===== config.mk =====
export PLATFORM = sky130hd
export DESIGN_NAME = sprite_palette_arbiter
export DESIGN_NICKNAME = d
export VERILOG_FILES = /design/src/rtl/sprite_palette_arbiter.sv
export SDC_FILE = /design/constraint.sdc
export NUM_CORES = 1
export LEC_CHECK = 0
export CAP_MARGIN = 25
export CORE_MARGIN = 2
export CORE_UTILIZATION = 52
export DETAILED_ROUTE_END_ITERATION = 7
export MAX_ROUTING_LAYER = met4
export PLACE_DENSITY = 0.76
export REMOVE_ABC_BUFFERS = 1
export SYNTH_ARGS = -nofsm -noshare
export SYNTH_HDL_FRONTEND = slang
export SYNTH_SLANG_ARGS = --single-unit

===== constraint.sdc =====
create_clock -name clk -period 3.2 [get_ports clk]
set_input_delay 0.64 -clock clk [delete_from_list [all_inputs] [get_ports clk]]
set_output_delay 0.64 -clock clk [all_outputs]
set_load 0.005 [all_outputs]

===== src/rtl/sprite_palette_arbiter.sv =====
// Sprite palette arbiter: picks the highest-priority opaque sprite layer per pixel,
// shares one palette lookup among layers, and overlays per-layer hit-flash blinking.
module sprite_palette_arbiter #(
  parameter int NUM_LAYERS      = 4,
  parameter int TRANSPARENT_IDX = 0,
  parameter int FLASH_IDX       = 11,
  parameter int FLASH_FRAMES    = 16,
  parameter int FLASH_PERIOD    = 2,
  localparam int SEL_W          = (NUM_LAYERS > 1) ? $clog2(NUM_LAYERS) : 1
) (
  input  logic                    clk,
  input  logic                    reset_n,
  input  logic                    frame_start,
  input  logic                    pixel_valid,
  input  logic [NUM_LAYERS-1:0]   layer_valid,
  input  logic [4*NUM_LAYERS-1:0] layer_index,
  input  logic [NUM_LAYERS-1:0]   hit,
  input  logic [3:0]              bg_red,
  input  logic [3:0]              bg_green,
  input  logic [3:0]              bg_blue,
  output logic [3:0]              pal_index,
  input  logic [3:0]              pal_red,
  input  logic [3:0]              pal_green,
  input  logic [3:0]              pal_blue,
  output logic [3:0]              red,
  output logic [3:0]              green,
  output logic [3:0]              blue,
  output logic                    vga_valid,
  output logic [SEL_W-1:0]        layer_sel,
  output logic                    layer_hit,
  output logic [NUM_LAYERS-1:0]   flashing
);

  logic [7:0]       flash_cnt      [NUM_LAYERS];
  logic [7:0]       flash_cnt_next [NUM_LAYERS];
  logic [7:0]       phase_cnt;
  logic             blink;

  logic             any_elig;
  logic [SEL_W-1:0] win_id;
  logic [3:0]       win_idx;
  logic [3:0]       stage1_idx;

  logic             pv_d;
  logic             any_d;
  logic [SEL_W-1:0] win_d;
  logic [11:0]      bg_d;

  // Scanning from the top down lets the lowest eligible layer overwrite the others.
  always_comb begin
    any_elig = 1'b0;
    win_id   = '0;
    win_idx  = '0;
    for (int i = NUM_LAYERS - 1; i >= 0; i--) begin
      if (layer_valid[i] && (layer_index[4*i +: 4] != 4'(TRANSPARENT_IDX))) begin
        any_elig = 1'b1;
        win_id   = SEL_W'(i);
        win_idx  = layer_index[4*i +: 4];
      end
    end
  end

  always_comb begin
    stage1_idx = 4'd0;
    if (any_elig) begin
      if ((flash_cnt[win_id] != 8'd0) && blink) begin
        stage1_idx = 4'(FLASH_IDX);
      end else begin
        stage1_idx = win_idx;
      end
    end
  end

  always_ff @(posedge clk or negedge reset_n) begin
    if (!reset_n) begin
      pal_index <= 4'd0;
      pv_d      <= 1'b0;
      any_d     <= 1'b0;
      win_d     <= '0;
      bg_d      <= 12'd0;
    end else begin
      pal_index <= stage1_idx;
      pv_d      <= pixel_valid;
      any_d     <= any_elig;
      win_d     <= win_id;
      bg_d      <= {bg_red, bg_green, bg_blue};
    end
  end

  // Blanked pixels report no winner so layer_sel/layer_hit never describe invisible pixels.
  always_ff @(posedge clk or negedge reset_n) begin
    if (!reset_n) begin
      red       <= 4'd0;
      green     <= 4'd0;
      blue      <= 4'd0;
      vga_valid <= 1'b0;
      layer_sel <= '0;
      layer_hit <= 1'b0;
    end else begin
      vga_valid <= pv_d;
      if (!pv_d) begin
        {red, green, blue} <= 12'd0;
        layer_sel          <= '0;
        layer_hit          <= 1'b0;
      end else if (any_d) begin
        {red, green, blue} <= {pal_red, pal_green, pal_blue};
        layer_sel          <= win_d;
        layer_hit          <= 1'b1;
      end else begin
        {red, green, blue} <= bg_d;
        layer_sel          <= '0;
        layer_hit          <= 1'b0;
      end
    end
  end

  // A hit reloads the counter and suppresses that frame's decrement.
  always_comb begin
    for (int i = 0; i < NUM_LAYERS; i++) begin
      flash_cnt_next[i] = flash_cnt[i];
      if (hit[i]) begin
        flash_cnt_next[i] = 8'(FLASH_FRAMES);
      end else if (frame_start && (flash_cnt[i] != 8'd0)) begin
        flash_cnt_next[i] = flash_cnt[i] - 8'd1;
      end
    end
  end

  always_ff @(posedge clk or negedge reset_n) begin
    if (!reset_n) begin
      for (int i = 0; i < NUM_LAYERS; i++) begin
        flash_cnt[i] <= 8'd0;
      end
      flashing <= '0;
    end else begin
      for (int i = 0; i < NUM_LAYERS; i++) begin
        flash_cnt[i] <= flash_cnt_next[i];
        flashing[i]  <= (flash_cnt_next[i] != 8'd0);
      end
    end
  end

  always_ff @(posedge clk or negedge reset_n) begin
    if (!reset_n) begin
      phase_cnt <= 8'd0;
      blink     <= 1'b0;
    end else if (frame_start) begin
      if (phase_cnt == 8'(FLASH_PERIOD - 1)) begin
        phase_cnt <= 8'd0;
        blink     <= ~blink;
      end else begin
        phase_cnt <= phase_cnt + 8'd1;
      end
    end
  end

endmodule


After elaboration in Yosys (flattened, before gate mapping)
Cells that the tools add are included.

storage, ports and cells
  register bits = 81
  input port bits = 52
  output and inout port bits = 24

cells by class
  add/subtract/negate cells = 5
  order comparisons = 1
  eq/ne operators = 1
  multiplexer cells = 36
  bitwise gates (word level) = 2
  reductions and logical operators = 23

operator list
  operator             number
  $mux 8               11
  $reduce_bool 8->1    9
  $mux 4               12
  $sub 8x1->8 const B  4
  $bmux 8 s2           1
  $reduce_bool 4->1    4
  $mux 2               6
  $logic_and 1x1->1    9
  $add 8x1->8 const B  1
  $eq 8x1->1 const B   1
  $mux 1               6
  $ge 3x3->1 const B   1
  $not 2->3            1
  $reduce_and 2->1     1
  $not 1->1            1

Depth between registers and ports, before layout
  word-level depth = 14
  depth in mapped cells = 7

Worst setup path after synthesis
No wires, ideal clock.

  path type = input to register
  start = in frame_start
  end = reg flashing[2]
  arrival time = 2.209 ns
  data required time = 3.061 ns
  slack = 0.852 ns
  stages on the path = 6
  cells stage by stage = buf_2 or4b_1 nand2b_1 o41ai_1 a21oi_1 or4b_1

RTL lines
  what                           RTL line  RTL
  start, declared                13        input logic frame_start,
  end signal, assigned by index  138       flashing[i] <= (flash_cnt_next[i] != 8'd0);
  end, declared                  31        output logic [NUM_LAYERS-1:0] flashing

==> flow_metrics.tcl <==
set metrics [dict create \
    yosysUniqueCellTypes 66 \
    crit_path_end_kind "register" \
    final-setup-viol-count 0 \
    vdd_ir_drop_max_uv 262 \
    arrival_ns 2.76 \
    worst_pin_slew_ns 0.731 \
    grt_pass1_wl_um 15100 \
    layout.nets 539 \
    initial_core_util_pct 53.4 \
    synthToLayoutAreaGrowth_pct 27.3 \
    combPwrFrac_pct 25.7 \
    cts.sinks 81 \
    dieWidth_um 92.9 \
    firstDrtPassIters 4 \
    die_area_um2 8620 \
    finalPower_w 0.00285 \
    post_drt_wl_per_cell_um 15.1 \
    rsz0062_at_grt "no" \
    synth_flop_cell "dfrtp_1" \
    max_freq_ghz 0.393 \
    synth_cells 400 \
    place_ws_ns 0.311 \
    clkPwrFrac_pct 28.8 \
    tns_ns 0 \
    route.detailed.drc 0 \
    min_period_ns 2.55 \
    hold_buffers 0 \
    busiest_layer "met2" \
    max-cap-violations 0 \
    diodes 0 \
    postCtsSetupBuffers 0 \
    async_flop_share_pct 100 \
    met1_usage_pct 30.4 \
    ys_warn_count 0 \
    cts_root_buf "clkbuf_8" \
    avgViaCountPerCell 5.75 \
    synth_area_um2 4110 \
    setup_ws_ns 0.654 \
    hold_violations 0 \
    slew_viol_final 0 \
    cts.clk_slew.worst_paths_ns 0.08 \
    power_frac_seq_pct 45.5 \
    crit_path_start_kind "input pin" \
    p_leak_nw 2.24 \
    overflow 0 \
    cts_resized 0 \
    antenna_found_initial 0 \
    met3_usage_pct 3.82 \
    layout-drive-gt1-share_pct 7.26 \
    cts_tree "built" \
    swShare_pct 30.9 \
    maxSlewHeadroom_pct 51.3 \
    cts_buffers 9 \
    wl_um 8840 \
    io_buffers 75 \
    critPathKind "in -> reg" \
    clockBufferDepth 2 \
    core_um2 7690 \
    path_max_fanout 4 \
    htreeDepth 3 \
    synth_edf_count 0 \
    place_congestion 0.921 \
    row_count 32 \
    net-switching-power_w 0.000881 \
    finalCritPeriodShare_pct 79.6 \
    clock_skew_ns 0.00552 \
    power_density_nw_per_um2 546 \
    vias 3360 \
    status "completed" \
    ys_ff_latch 81 \
    met2_usage_pct 34.9 \
    drtIter0Drc 184 \
    clock_latency_ns 0.35 \
    grt_max_degree 82 \
    synth.avg_cell_area_um2 10.3 \
    die_y_um 92.9 \
    first_global_vias 3249 \
    ioPinCount 76 \
    p_int_w 0.00197 \
    worstHoldPathType "in -> async" \
    required_ns 3.42 \
    hpwl_um 6490 \
    ant_nets 0 \
    grt_usage_pct 22.8 \
    ys_seq_area_share_pct 49.4 \
]
## layout make-up
type | instances | area [µm²]
tap | 102 | 128
clock inverter | 7 | 103
inverter | 17 | 63.8
clock buffer | 9 | 124
fill | 608 | 2460
multi-input combinational | 286 | 1960
sequential | 81 | 2030
timing repair buffer | 82 | 821
## cell usage in the layout, fill, tap and decap left out, drive strengths merged, types with 9 or more instances in the layout
cell type	instances
nor2	40
clkbuf	9
inv	19
nand3	9
ha	10
nor2b	17
a21oi	22
nor3	12
o21ai	10
o41ai	9
dfrtp	81
mux2i	17
clkdlybuf4s50	74
nand2	22
## stage by stage
step	hold WS, ns	std cells	cell area (µm²)	utilization, %
6_report	0.0951	584	5230	68.0
3_3_place_gp	0.466	567	4970	64.7
5_1_grt	0.0844	584	5230	68.0
3_5_place_dp	0.462	567	4970	64.7
2_1_floorplan	0.344	384	4040	-
4_1_cts	0.482	583	5200	67.6
## path summary, 6_finish.rpt
path / endpoint / slack [ns] / startpoint / cells after the start
setup / recovery: flashing[2]$_DFF_PN0_ / 0.65 / frame_start / 6
min in group clk: phase_cnt[7]$_DFFE_PN0P_ / 0.48 / phase_cnt[7]$_DFFE_PN0P_ / 1
hold reg to reg: phase_cnt[7]$_DFFE_PN0P_ / 0.48 / phase_cnt[7]$_DFFE_PN0P_ / 1
max in group asynchronous: flash_cnt[10]$_DFF_PN0_ / 2.53 / reset_n / 2
hold / removal: flash_cnt[30]$_DFF_PN0_ / 0.1 / reset_n / 1
setup reg to reg: flashing[2]$_DFF_PN0_ / 0.79 / flash_cnt[12]$_DFF_PN0_ / 5
## metal layers
layer	wire length, µm	vias up
met3	452	12
met1	4200	1616
li1	-	1634
met5	0	-
met4	133	0
met2	4050	98
## logic make-up (layout without fill, tap and decap cells)
| group | after synthesis | in the layout | synth area share, % |
|---|---|---|---|
| xor gates and xnor gates | 13 | 13 | 2.77 |
| buffers and inverters | 33 | 115 | 3.08 |
| adders and majority gates | 10 | 10 | 3.05 |
| muxes | 17 | 17 | 4.14 |
| DFF | 81 | 81 | 49.4 |
| and+or+nand+nor | 154 | 154 | 20.8 |
| AOI/OAI and AO/OA | 92 | 92 | 16.8 |
## power by group through the flow
stage	registers, W	clock network [W]	logic [W]
after floorplan	0.00128	0	0.000464
after global placement	0.00131	0	0.000710
after detailed placement	0.00132	0	0.000728
final	0.00130	0.000822	0.000733
after global routing	0.00132	0.000902	0.000819
after CTS	0.00130	0.000847	0.000731
## critical path: stages
cell,delay (ns)
clkdlybuf4s50_1,0.54
or4b_1,0.50
nand2b_1,0.20
o41ai_1,0.25
a21oi_1,0.14
or4b_1,0.49
## sequential cells by signal (all words and copies together) (netlist names), 2 cells and up
register,cells
layer_sel,2
flash_cnt,32
win_d,2
green,4
flashing,4
bg_d,12
phase_cnt,8
pal_index,4
blue,4
red,4
## cells in the mapped netlist (4+ instances only)
cell       n  share of area, %
nand3b_1   4              0.73
nand2b_1   7               1.1
nand4_1    4              0.61
and3_1     4              0.61
xor2_1     5               1.1
nor3_1    12               1.5
ha_1      10               3.0
dfrtp_1   81                49
mux2i_1   17               4.1
a211oi_1   6               1.1
clkbuf_1  13               1.2
xnor2_1    8               1.7
nor2b_1   17               2.6
nand2_1   22               2.0
o21ai_0   10               1.2
inv_1     17               1.6
nor2_1    40               3.7
or3_1      8               1.2
nor4_1     6              0.91
a21oi_1   22               2.7
nand3_1    9               1.1
o41ai_1    8               1.7
Power figures use the tool's default switching activity.
==> variant: new RTL, same settings <==
Put one more register stage on the output `green`, without a reset. The value now appears one clock later. The other outputs are not delayed to match.
--- a/src/rtl/sprite_palette_arbiter.sv
+++ b/src/rtl/sprite_palette_arbiter.sv
@@ -30,6 +30,8 @@
   output logic                    layer_hit,
   output logic [NUM_LAYERS-1:0]   flashing
 );
+
+  logic [3:0] green_s0;
 
   logic [7:0]       flash_cnt      [NUM_LAYERS];
   logic [7:0]       flash_cnt_next [NUM_LAYERS];
@@ -91,7 +93,7 @@
   always_ff @(posedge clk or negedge reset_n) begin
     if (!reset_n) begin
       red       <= 4'd0;
-      green     <= 4'd0;
+      green_s0  <= 4'd0;
       blue      <= 4'd0;
       vga_valid <= 1'b0;
       layer_sel <= '0;
@@ -99,15 +101,15 @@
     end else begin
       vga_valid <= pv_d;
       if (!pv_d) begin
-        {red, green, blue} <= 12'd0;
+        {red, green_s0, blue} <= 12'd0;
         layer_sel          <= '0;
         layer_hit          <= 1'b0;
       end else if (any_d) begin
-        {red, green, blue} <= {pal_red, pal_green, pal_blue};
+        {red, green_s0, blue} <= {pal_red, pal_green, pal_blue};
         layer_sel          <= win_d;
         layer_hit          <= 1'b1;
       end else begin
-        {red, green, blue} <= bg_d;
+        {red, green_s0, blue} <= bg_d;
         layer_sel          <= '0;
         layer_hit          <= 1'b0;
       end
@@ -154,5 +156,9 @@
     end
   end
 
+  always_ff @(posedge clk) begin
+    green <= green_s0;
+  end
+
 endmodule
 
Check against the original RTL: not equivalent (Yosys sat finds a counterexample within 4 cycles, from zero or initial values and one cycle with reset_n low).
==> variant against the unedited design <==
  * Sequential cell count is 4 higher
  * Area after synthesis rose by 0.55%
  * Utilization fell by 1.6 points
  * Total power down 3.2%
  * Routed wire length grew 2.5%
  * Combinational power shrank 3.1%
  * Count of clock-buffer cells in the layout increased by 1
  * Design area shrank 1.8%
  * Setup slack worse by 0.13 ns
  * Critical endpoint is now flashing[1]
==> variant: results (changes against the unedited design) <==
[routing]
drt_iter0_markers=278  ; was 184
wl_per_cell_um=15.9  ; was 15.1 µm
viasPerCell=5.79  ; was 5.75
routed_wl_um=9070  ; was 8840 µm
firstDrtPassIters=5  ; was 4

[global_routing]
grt_pass1_vias=3207  ; was 3249
grt_usage=0.227  ; was 0.228
grt_pass1_wl_um=14900  ; was 15100 µm
antenna_found_initial=0  ; unchanged

[run_status]
status=completed  ; unchanged

[cts]
insertion_delay_ns=0.35  ; about the same
root_buffer=clkbuf_8  ; unchanged

[synth]
syn_inst=390  ; was 400
ys_top_cells_by_area=dfrtp_1 49%, nor2_1 4.0%, mux2i_1 3.4%, xnor2_1 3.2%, ha_1 3.0%  ; was dfrtp_1 49%, mux2i_1 4.1%, nor2_1 3.7%, ha_1 3.0%, a21oi_1 2.7%
yosysSeqAreaShare=0.510  ; was 0.494
synthDistinctLibCells=70  ; was 66
async_reset_ff_frac=0.953  ; was 1.00
yosys-top-cells-count=81 x dfrtp_1, 44 x nor2_1, 19 x nand2_1  ; was 81 x dfrtp_1, 40 x nor2_1, 22 x a21oi_1, 22 x nand2_1

[place]
dpl-instance-area_um2=4920  ; was 4970 µm²
numPortBuffers=75  ; unchanged
place_inst=552  ; was 567
place_ws_ns=0.193  ; was 0.311 ns
dp_hpwl_um=6680  ; was 6490 µm
gp_congestion=0.871  ; was 0.921

[timing]
worstMarginPinSlew_ns=0.729  ; was 0.731 ns
skew_ns=0.00949  ; was 0.00552 ns

[layout]
drive_above_1_share=0.0771  ; was 0.0726
nNetsFinal=524  ; was 539

[power_and_ir_drop]
leakage_nw=2.17  ; was 2.24 nW
peakVddDrop_mv=0.234  ; was 0.262 mV

[setup_path]
cp.arrival_ns=2.91  ; was 2.76 ns
worstPathMaxFanout=9  ; was 4

[variant: cells by family after synthesis]
logic type / Yosys count / share of synthesized area
muxes: 16 / 0.0394
DFF: 85 / 0.510
buffers and inverters: 30 / 0.0361
adders and majority gates: 10 / 0.0303
and+or+nand+nor: 158 / 0.216
AOI/OAI and AO/OA: 72 / 0.127
xor gates and xnor gates: 19 / 0.0403
[variant: cell type report]
class	count	area [µm²]
clock inverters	6	52.6
inverters	12	45.0
clock buffers	10	128
repair buffers	79	798
fillers	628	2600
multi-input cells	275	1870
well taps	102	128
flip-flops and latches	85	2110
[variant: critical path: stages]
cell	delay, ns
clkdlybuf4s50_1	0.69
or3b_2	0.49
nor3_1	0.24
mux2i_1	0.25
nor2_1	0.07
or4_1	0.52
[variant: worst paths after layout]
| kind | end | from | slack, ns | depth (start not counted) |
|---|---|---|---|---|
| max | flashing[1] | frame_start | 0.52 | 6 |
| min | green_s0[3] | reset_n | 0.16 | 1 |
| max reg2reg | flashing[1] | flash_cnt[18] | 0.83 | 5 |
| min reg2reg | green[2] | green_s0[2] | 0.35 | 0 |
| max in group asynchronous | flash_cnt[6] | reset_n | 2.46 | 2 |
| min in group clk | green[2] | green_s0[2] | 0.35 | 0 |
[variant: where the power goes]
group / leakage, nW / switching (mW) / internal (mW)
clock network: 0.0923 / 0.404 / 0.296
registers: 1.04 / 0.145 / 1.21
logic: 1.04 / 0.344 / 0.365
total: 2.17 / 0.893 / 1.87
[variant: layer usage]
layer,track usage,up-vias,share of wire
met5,-,-,0
li1,-,1562,-
met3,0.0403,28,0.064
met1,0.298,1553,0.45
met4,0.103,0,0.030
met2,0.350,153,0.46
